File: src/rtl/lut_neuron_sequencer_pkg.sv
// Shared types and helpers for the time-multiplexed LUT neuron sequencer.
// Holds the FSM state encoding, config-select codes and fan-in field extraction.
package lut_seq_pkg;

  typedef enum logic [1:0] {
    IDLE = 2'd0,
    EVAL = 2'd1,
    HOLD = 2'd2
  } state_t;

  localparam logic CFG_SEL_TT  = 1'b0;
  localparam logic CFG_SEL_IDX = 1'b1;

  // Widest config word the extractor accepts; callers size-cast into it.
  localparam int WORD_MAX = 256;

  function automatic logic [31:0] idx_field(input logic [WORD_MAX-1:0] word,
                                            input int unsigned k,
                                            input int unsigned idx_w);
    logic [WORD_MAX-1:0] mask;
    logic [WORD_MAX-1:0] field;
    mask  = (WORD_MAX'(1) << idx_w) - WORD_MAX'(1);
    field = (word >> (k * idx_w)) & mask;
    return field[31:0];
  endfunction

endpackage

File: src/rtl/lut_neuron_sequencer_if.sv
// Config, input-vector and result handshakes of the LUT neuron sequencer.
// master drives config/input/out_ready; slave is the sequencer itself.
interface lut_seq_if #(
  parameter int IN_WIDTH  = 48,
  parameter int N_NEURONS = 16,
  parameter int FAN_IN    = 6
);
  localparam int TT_W = 2 ** FAN_IN;
  localparam int AW   = $clog2(N_NEURONS);

  logic                 cfg_we;
  logic                 cfg_sel;
  logic [AW-1:0]        cfg_addr;
  logic [TT_W-1:0]      cfg_wdata;
  logic                 in_valid;
  logic                 in_ready;
  logic [IN_WIDTH-1:0]  in_data;
  logic                 out_valid;
  logic                 out_ready;
  logic [N_NEURONS-1:0] out_data;
  logic                 busy;
  logic                 cfg_err;

  modport master (
    output cfg_we, cfg_sel, cfg_addr, cfg_wdata, in_valid, in_data, out_ready,
    input  in_ready, out_valid, out_data, busy, cfg_err
  );

  modport slave (
    input  cfg_we, cfg_sel, cfg_addr, cfg_wdata, in_valid, in_data, out_ready,
    output in_ready, out_valid, out_data, busy, cfg_err
  );
endinterface

File: src/rtl/lut_neuron_sequencer_cfg_mem.sv
// Per-neuron truth tables and packed fan-in index words, one write port each.
// Reads are combinational so the evaluator sees neuron n in the same cycle.
module lut_cfg_mem #(
  parameter int N_NEURONS = 16,
  parameter int TT_W      = 64,
  parameter int AW        = $clog2(N_NEURONS)
) (
  input  logic            clk,
  input  logic            i_we_tt,
  input  logic            i_we_idx,
  input  logic [AW-1:0]   i_waddr,
  input  logic [TT_W-1:0] i_wdata,
  input  logic [AW-1:0]   i_raddr,
  output logic [TT_W-1:0] o_tt,
  output logic [TT_W-1:0] o_idx
);
  // Intentionally unreset: contents survive rst and are undefined until written.
  logic [TT_W-1:0] r_tt_mem  [N_NEURONS];
  logic [TT_W-1:0] r_idx_mem [N_NEURONS];

  always_ff @(posedge clk) begin
    if (i_we_tt) begin
      r_tt_mem[i_waddr] <= i_wdata;
    end
    if (i_we_idx) begin
      r_idx_mem[i_waddr] <= i_wdata;
    end
  end

  assign o_tt  = r_tt_mem[i_raddr];
  assign o_idx = r_idx_mem[i_raddr];
endmodule

File: src/rtl/lut_neuron_sequencer.sv
// Evaluates N_NEURONS 6-input LUT neurons, one per clock, on a latched vector.
// Config writes are only honoured in IDLE; others are dropped and flag cfg_err.
module lut_neuron_sequencer
  import lut_seq_pkg::*;
#(
  parameter int IN_WIDTH  = 48,
  parameter int N_NEURONS = 16,
  parameter int FAN_IN    = 6
) (
  input logic       clk,
  input logic       rst,
  lut_seq_if.slave  bus
);
  localparam int IDX_W = $clog2(IN_WIDTH);
  localparam int TT_W  = 2 ** FAN_IN;
  localparam int AW    = $clog2(N_NEURONS);
  localparam logic [AW-1:0]  LAST_N = AW'(N_NEURONS - 1);
  localparam logic [IDX_W:0] IN_LIM = IN_WIDTH[IDX_W:0];

  state_t               r_state;
  logic [AW-1:0]        r_n;
  logic [IN_WIDTH-1:0]  r_in;
  logic [N_NEURONS-1:0] r_out;
  logic                 r_out_valid;
  logic                 r_busy;
  logic                 r_cfg_err;

  logic                 w_cfg_ok;
  logic [TT_W-1:0]      w_tt;
  logic [TT_W-1:0]      w_idx_word;
  logic [FAN_IN-1:0]    w_addr;
  logic                 w_bit;

  assign w_cfg_ok = bus.cfg_we && (r_state == IDLE);

  lut_cfg_mem #(
    .N_NEURONS (N_NEURONS),
    .TT_W      (TT_W),
    .AW        (AW)
  ) u_cfg_mem (
    .clk      (clk),
    .i_we_tt  (w_cfg_ok && (bus.cfg_sel == CFG_SEL_TT)),
    .i_we_idx (w_cfg_ok && (bus.cfg_sel == CFG_SEL_IDX)),
    .i_waddr  (bus.cfg_addr),
    .i_wdata  (bus.cfg_wdata),
    .i_raddr  (r_n),
    .o_tt     (w_tt),
    .o_idx    (w_idx_word)
  );

  // Gather one activation bit per fan-in field; out-of-range indices read 0.
  for (genvar gi = 0; gi < FAN_IN; gi++) begin : g_gather
    logic [IDX_W-1:0] w_idx;
    assign w_idx      = IDX_W'(idx_field(WORD_MAX'(w_idx_word), gi, IDX_W));
    assign w_addr[gi] = ({1'b0, w_idx} < IN_LIM) ? r_in[w_idx] : 1'b0;
  end

  assign w_bit = w_tt[w_addr];

  always_ff @(posedge clk) begin
    if (rst) begin
      r_state     <= IDLE;
      r_n         <= '0;
      r_in        <= '0;
      r_out       <= '0;
      r_out_valid <= 1'b0;
      r_busy      <= 1'b0;
      r_cfg_err   <= 1'b0;
    end else begin
      if (bus.cfg_we && (r_state != IDLE)) begin
        r_cfg_err <= 1'b1;
      end
      case (r_state)
        IDLE: begin
          if (bus.in_valid) begin
            r_in    <= bus.in_data;
            r_n     <= '0;
            r_busy  <= 1'b1;
            r_state <= EVAL;
          end
        end
        EVAL: begin
          r_out[r_n] <= w_bit;
          if (r_n == LAST_N) begin
            r_out_valid <= 1'b1;
            r_state     <= HOLD;
          end else begin
            r_n <= r_n + 1'b1;
          end
        end
        HOLD: begin
          if (bus.out_ready) begin
            r_out_valid <= 1'b0;
            r_busy      <= 1'b0;
            r_state     <= IDLE;
          end
        end
        default: r_state <= IDLE;
      endcase
    end
  end

  assign bus.in_ready  = (r_state == IDLE) && !rst;
  assign bus.out_valid = r_out_valid;
  assign bus.out_data  = r_out;
  assign bus.busy      = r_busy;
  assign bus.cfg_err   = r_cfg_err;
endmodule

File: src/flat_wrapper.sv
// flat-port wrapper written by rule: the top's interface ports become plain ports
module lut_neuron_sequencer_flat import lut_seq_pkg::*;
#(
  parameter int IN_WIDTH  = 48,
  parameter int N_NEURONS = 16,
  parameter int FAN_IN    = 6
)
  (clk, rst, bus_cfg_we, bus_cfg_sel, bus_cfg_addr, bus_cfg_wdata, bus_in_valid, bus_in_data, bus_out_ready, bus_in_ready, bus_out_valid, bus_out_data, bus_busy, bus_cfg_err);
  lut_seq_if #(.IN_WIDTH(IN_WIDTH), .N_NEURONS(N_NEURONS), .FAN_IN(FAN_IN)) bus_i ();
  input logic clk;
  input logic rst;
  input wire logic [$bits(bus_i.cfg_we)-1:0] bus_cfg_we;
  input wire logic [$bits(bus_i.cfg_sel)-1:0] bus_cfg_sel;
  input wire logic [$bits(bus_i.cfg_addr)-1:0] bus_cfg_addr;
  input wire logic [$bits(bus_i.cfg_wdata)-1:0] bus_cfg_wdata;
  input wire logic [$bits(bus_i.in_valid)-1:0] bus_in_valid;
  input wire logic [$bits(bus_i.in_data)-1:0] bus_in_data;
  input wire logic [$bits(bus_i.out_ready)-1:0] bus_out_ready;
  output wire logic [$bits(bus_i.in_ready)-1:0] bus_in_ready;
  output wire logic [$bits(bus_i.out_valid)-1:0] bus_out_valid;
  output wire logic [$bits(bus_i.out_data)-1:0] bus_out_data;
  output wire logic [$bits(bus_i.busy)-1:0] bus_busy;
  output wire logic [$bits(bus_i.cfg_err)-1:0] bus_cfg_err;
  assign bus_i.cfg_we = bus_cfg_we;
  assign bus_i.cfg_sel = bus_cfg_sel;
  assign bus_i.cfg_addr = bus_cfg_addr;
  assign bus_i.cfg_wdata = bus_cfg_wdata;
  assign bus_i.in_valid = bus_in_valid;
  assign bus_i.in_data = bus_in_data;
  assign bus_i.out_ready = bus_out_ready;
  assign bus_in_ready = bus_i.in_ready;
  assign bus_out_valid = bus_i.out_valid;
  assign bus_out_data = bus_i.out_data;
  assign bus_busy = bus_i.busy;
  assign bus_cfg_err = bus_i.cfg_err;
  lut_neuron_sequencer #(.IN_WIDTH(IN_WIDTH), .N_NEURONS(N_NEURONS), .FAN_IN(FAN_IN)) u_core (.clk(clk), .rst(rst), .bus(bus_i));
endmodule
File: config.mk
export PLATFORM = sky130hd
export DESIGN_NAME = lut_neuron_sequencer_flat
export DESIGN_NICKNAME = d
export VERILOG_FILES = /design/src/rtl/lut_neuron_sequencer_pkg.sv /design/src/rtl/lut_neuron_sequencer_if.sv /design/src/rtl/lut_neuron_sequencer_cfg_mem.sv /design/src/rtl/lut_neuron_sequencer.sv /design/src/flat_wrapper.sv
export SDC_FILE = /design/constraint.sdc
export NUM_CORES = 2
export LEC_CHECK = 0
export CAP_MARGIN = 5
export CORE_MARGIN = 3
export CORE_UTILIZATION = 56
export CTS_CLUSTER_DIAMETER = 200
export DETAILED_ROUTE_END_ITERATION = 10
export PLACE_DENSITY_LB_ADDON = 0.3
export SYNTH_ARGS = -nofsm -noshare
export SYNTH_HDL_FRONTEND = slang
export SYNTH_SLANG_ARGS = --single-unit
File: constraint.sdc
create_clock -name clk -period 6.54 [get_ports clk]
set_input_delay 1.308 -clock clk [delete_from_list [all_inputs] [get_ports clk]]
set_output_delay 1.308 -clock clk [all_outputs]
set_load 0.01 [all_outputs]
==> run_results.csv <==
group,metric,value,unit
critical_path,crit_required,7.18,ns
clocking,clk_latency,0.79,ns
sta,period_needed,5.737,ns
clocking,cts_resized,0,
critical_path,critPathKind,"register to register",
placement,port_buffers,141,
status,outcome,"completed",
logic_synthesis,ys_seq_area_share,74.11,%
sta,worstMarginPinSlew,1.385,ns
grt,grt_antenna_before_repair,11,
clocking,cts_tree,"done",
finish,regArea,0.04960,mm^2
logic_synthesis,syn_area,0.06691,mm^2
die,die_y,351.7,um
sta,fin_hold_ws,0.4783,ns
drt,first_iter_violations,4146,
logic_synthesis,synth-edff-count,1600,
sta,slew_headroom,7.352,%
clocking,h-tree-depth,4,
sta,rsz0062_at_grt,"false",
drt,detail_route.wl_per_cell,33.11,um
clocking,clock-sinks,1677,
clocking,cts.repair_timing.setup_buffer_count,0,
clocking,clk_pin_slew,0.06,ns
grt,grt_pass1_wl,240.0,mm
logic_synthesis,synth_cell_types,83,
drt,wirelength,165.8,mm
clocking,cts_root_buffer,"clkbuf_16",
sta,tns,0,ns
finish,nets,3464,
finish,syn_to_final_growth,12.98,%
clocking,ctsHoldBuffers,0,
critical_path,reg2reg_slack,0.80,ns
drt,drc,0,
sta,slew_violations,0,
sta,timing.fmax,174.3,MHz
drt,firstDrtPassIters,7,
logic_synthesis,synth-simple-area-share,2.670,%
logic_synthesis,synth_top_flop_cell,"edfxtp_1",
die,initial_core_util,56.59,%
critical_path,critPathArrivalTime,6.38,ns
drt,postRouteAntennaNets,0,
power,leakage,23.11,nW
logic_synthesis,synth_top_family_by_area,"multiplexers",
clocking,clock_path_buffers,3,
power,power.density,295.9,mW/mm^2
sta,setup_viol,0,
die,io_pins,142,
logic_synthesis,synth.area.mux_share,19.45,%
hold_path,hold_path.class,"register to register",
die,die_x,351.7,um
die,core_area,0.1182,mm^2
critical_path,cp_max_fo,148,
grt,grt_pass1_vias,34040,
finish,fill_cells,7630,
grt,overflow,0,
drt,via_per_inst,6.672,
logic_synthesis,synth_async_sr_flop_share,0,%
logic_synthesis,yosysWarnings,0,
grt,grt_usage,27.31,%
run,cap_violations,0,
logic_synthesis,syn_inst,3123,
power,vdd_drop_max,302.8,uV
logic_synthesis,synth_nets,3249,
die,die_area,0.1237,mm^2
logic_synthesis,synth.avg_cell_area,21.42,um^2
finish,layout-drive-gt1-share,25.87,%
placement,hpwl,92.41,mm
placement,globalplace.congestion,0.9079,
finish,utilization,63.93,%
grt,grt_max_degree,149,
critical_path,cp-end-kind,"register",
die,std_cell_rows,126,
sta,finalHoldViolCount,0,
finish,multiInputGateArea,0.01653,mm^2
clocking,numCtsBuffers,163,
logic_synthesis,synth_xor_area_share,0.02618,%
critical_path,cp-start-kind,"register",
drt,vias,33410,
sta,finClkSkew,0.02510,ns
logic_synthesis,synth_fa_ha_area_share,0.07480,%
sta,fin_crit_sh,87.72,%
logic_synthesis,ys_ff_latch,1677,
logic_synthesis,synth_compound_area_share,2.096,%
-- metal layers --
metal	up-vias	global-route usage [%]	wire length (um)
met2	1704	46.16	85380
met1	17800	36.88	62400
met5	-	0	47
li1	13570	-	-
met3	320	4.702	12990
met4	6	8.449	4947
-- power breakdown --
group,internal (mW),switching [mW],leakage [nW]
clock network,5.21,3.98,2.57
logic,0.528,0.692,5.50
registers,11.8,0.101,15.0
-- area by class of cell --
| class | count | share of cell area, % |
|---|---|---|
| antenna | 3 | 0.009931 |
| clock buffer | 193 | 5.601 |
| clock inverter | 102 | 1.324 |
| inverter | 16 | 0.07945 |
| multi-input combinational | 1256 | 21.87 |
| sequential | 1677 | 65.62 |
| tap | 1536 | 2.542 |
| timing repair buffer | 224 | 2.959 |
-- through the flow --
step	worst slack [ns]	power [mW]	std cells	cell area (um^2)
3_5_place_dp	0.7586	13.39	4708	70340
4_1_cts	0.7529	22.49	5003	75570
3_3_place_gp	0.8726	13.35	4708	70340
6_report	0.8029	22.37	5007	75590
5_1_grt	0.2903	23.01	5004	75590
2_1_floorplan	1.274	12.88	3123	66930
-- cells in the mapped netlist (all sizes together), types with 4 or more instances --
cell,instances,area share (%)
edfxtp,1600,72
mux4,503,17
nand2,179,1.0
mux2i,142,2.1
buf,113,1.1
a21oi,77,0.58
dfxtp,77,2.3
nor2,66,0.38
clkbuf,61,0.35
o21ai,27,0.22
nand3,23,0.18
mux2,22,0.37
nand4,19,0.19
nor3,18,0.13
nand3b,17,0.19
o22ai,17,0.16
a22oi,16,0.20
inv,16,0.090
a211oi,14,0.16
nand2b,10,0.093
nor2b,10,0.093
a22o,9,0.12
and2,7,0.065
or3,7,0.065
a31oi,6,0.056
ha,4,0.075
-- kinds of logic after synthesis --
kind of cell             after synthesis
adder cells (fa/ha/maj)                4
buffers and inverters                190
multiplexers                         667
AO/OA/AOI/OAI                        204
AND/OR/NAND/NOR                      379
flip-flops                          1677
XOR/XNOR                               2
-- critical path, cell delays in order (launching register included) --
cell     delay, ns
dfxtp_4       0.82
buf_4         0.65
buf_4         0.69
buf_12        0.74
mux4_2        0.44
mux4_2        0.54
mux2i_1       0.21
mux2i_1       0.10
mux2_2        0.32
o22ai_1       0.20
o31a_1        0.24
buf_4         0.28
o21ai_0       0.15
-- registers in the layout, summed over array words and instances (netlist names), named ones only --
signal and cells:
u_core.u_cfg_mem.r_tt_mem 1024, u_core.u_cfg_mem.r_idx_mem 576, u_core.r_in 48, u_core.bus.out_data 16, u_core.r_n 4, u_core.r_state 2, u_core.bus.busy 1, u_core.bus.cfg_err 1
u_core.bus.out_valid 1
-- cells in the final DEF, fill, tap and decap left out, types with 35 or more instances in the layout --
cell type / count
clkinv_1: 35
nand2_1: 178
a21oi_1: 77
clkdlybuf4s50_1: 140
nor2_1: 40
edfxtp_1: 1600
mux4_2: 498
buf_4: 66
mux2i_1: 141
dfxtp_1: 73
clkbuf_16: 165
-- worst paths after layout --
path / cells past startpoint / from / endpoint
worst max-delay path: 12 / register / u_core.bus.out_data[0]
worst min-delay path: 2 / u_core.bus.cfg_err / u_core.bus.cfg_err
worst max register to register: 12 / register / u_core.bus.out_data[0]
worst min register to register: 2 / u_core.bus.cfg_err / u_core.bus.cfg_err
Note: power is estimated with default switching activity, not from simulation.
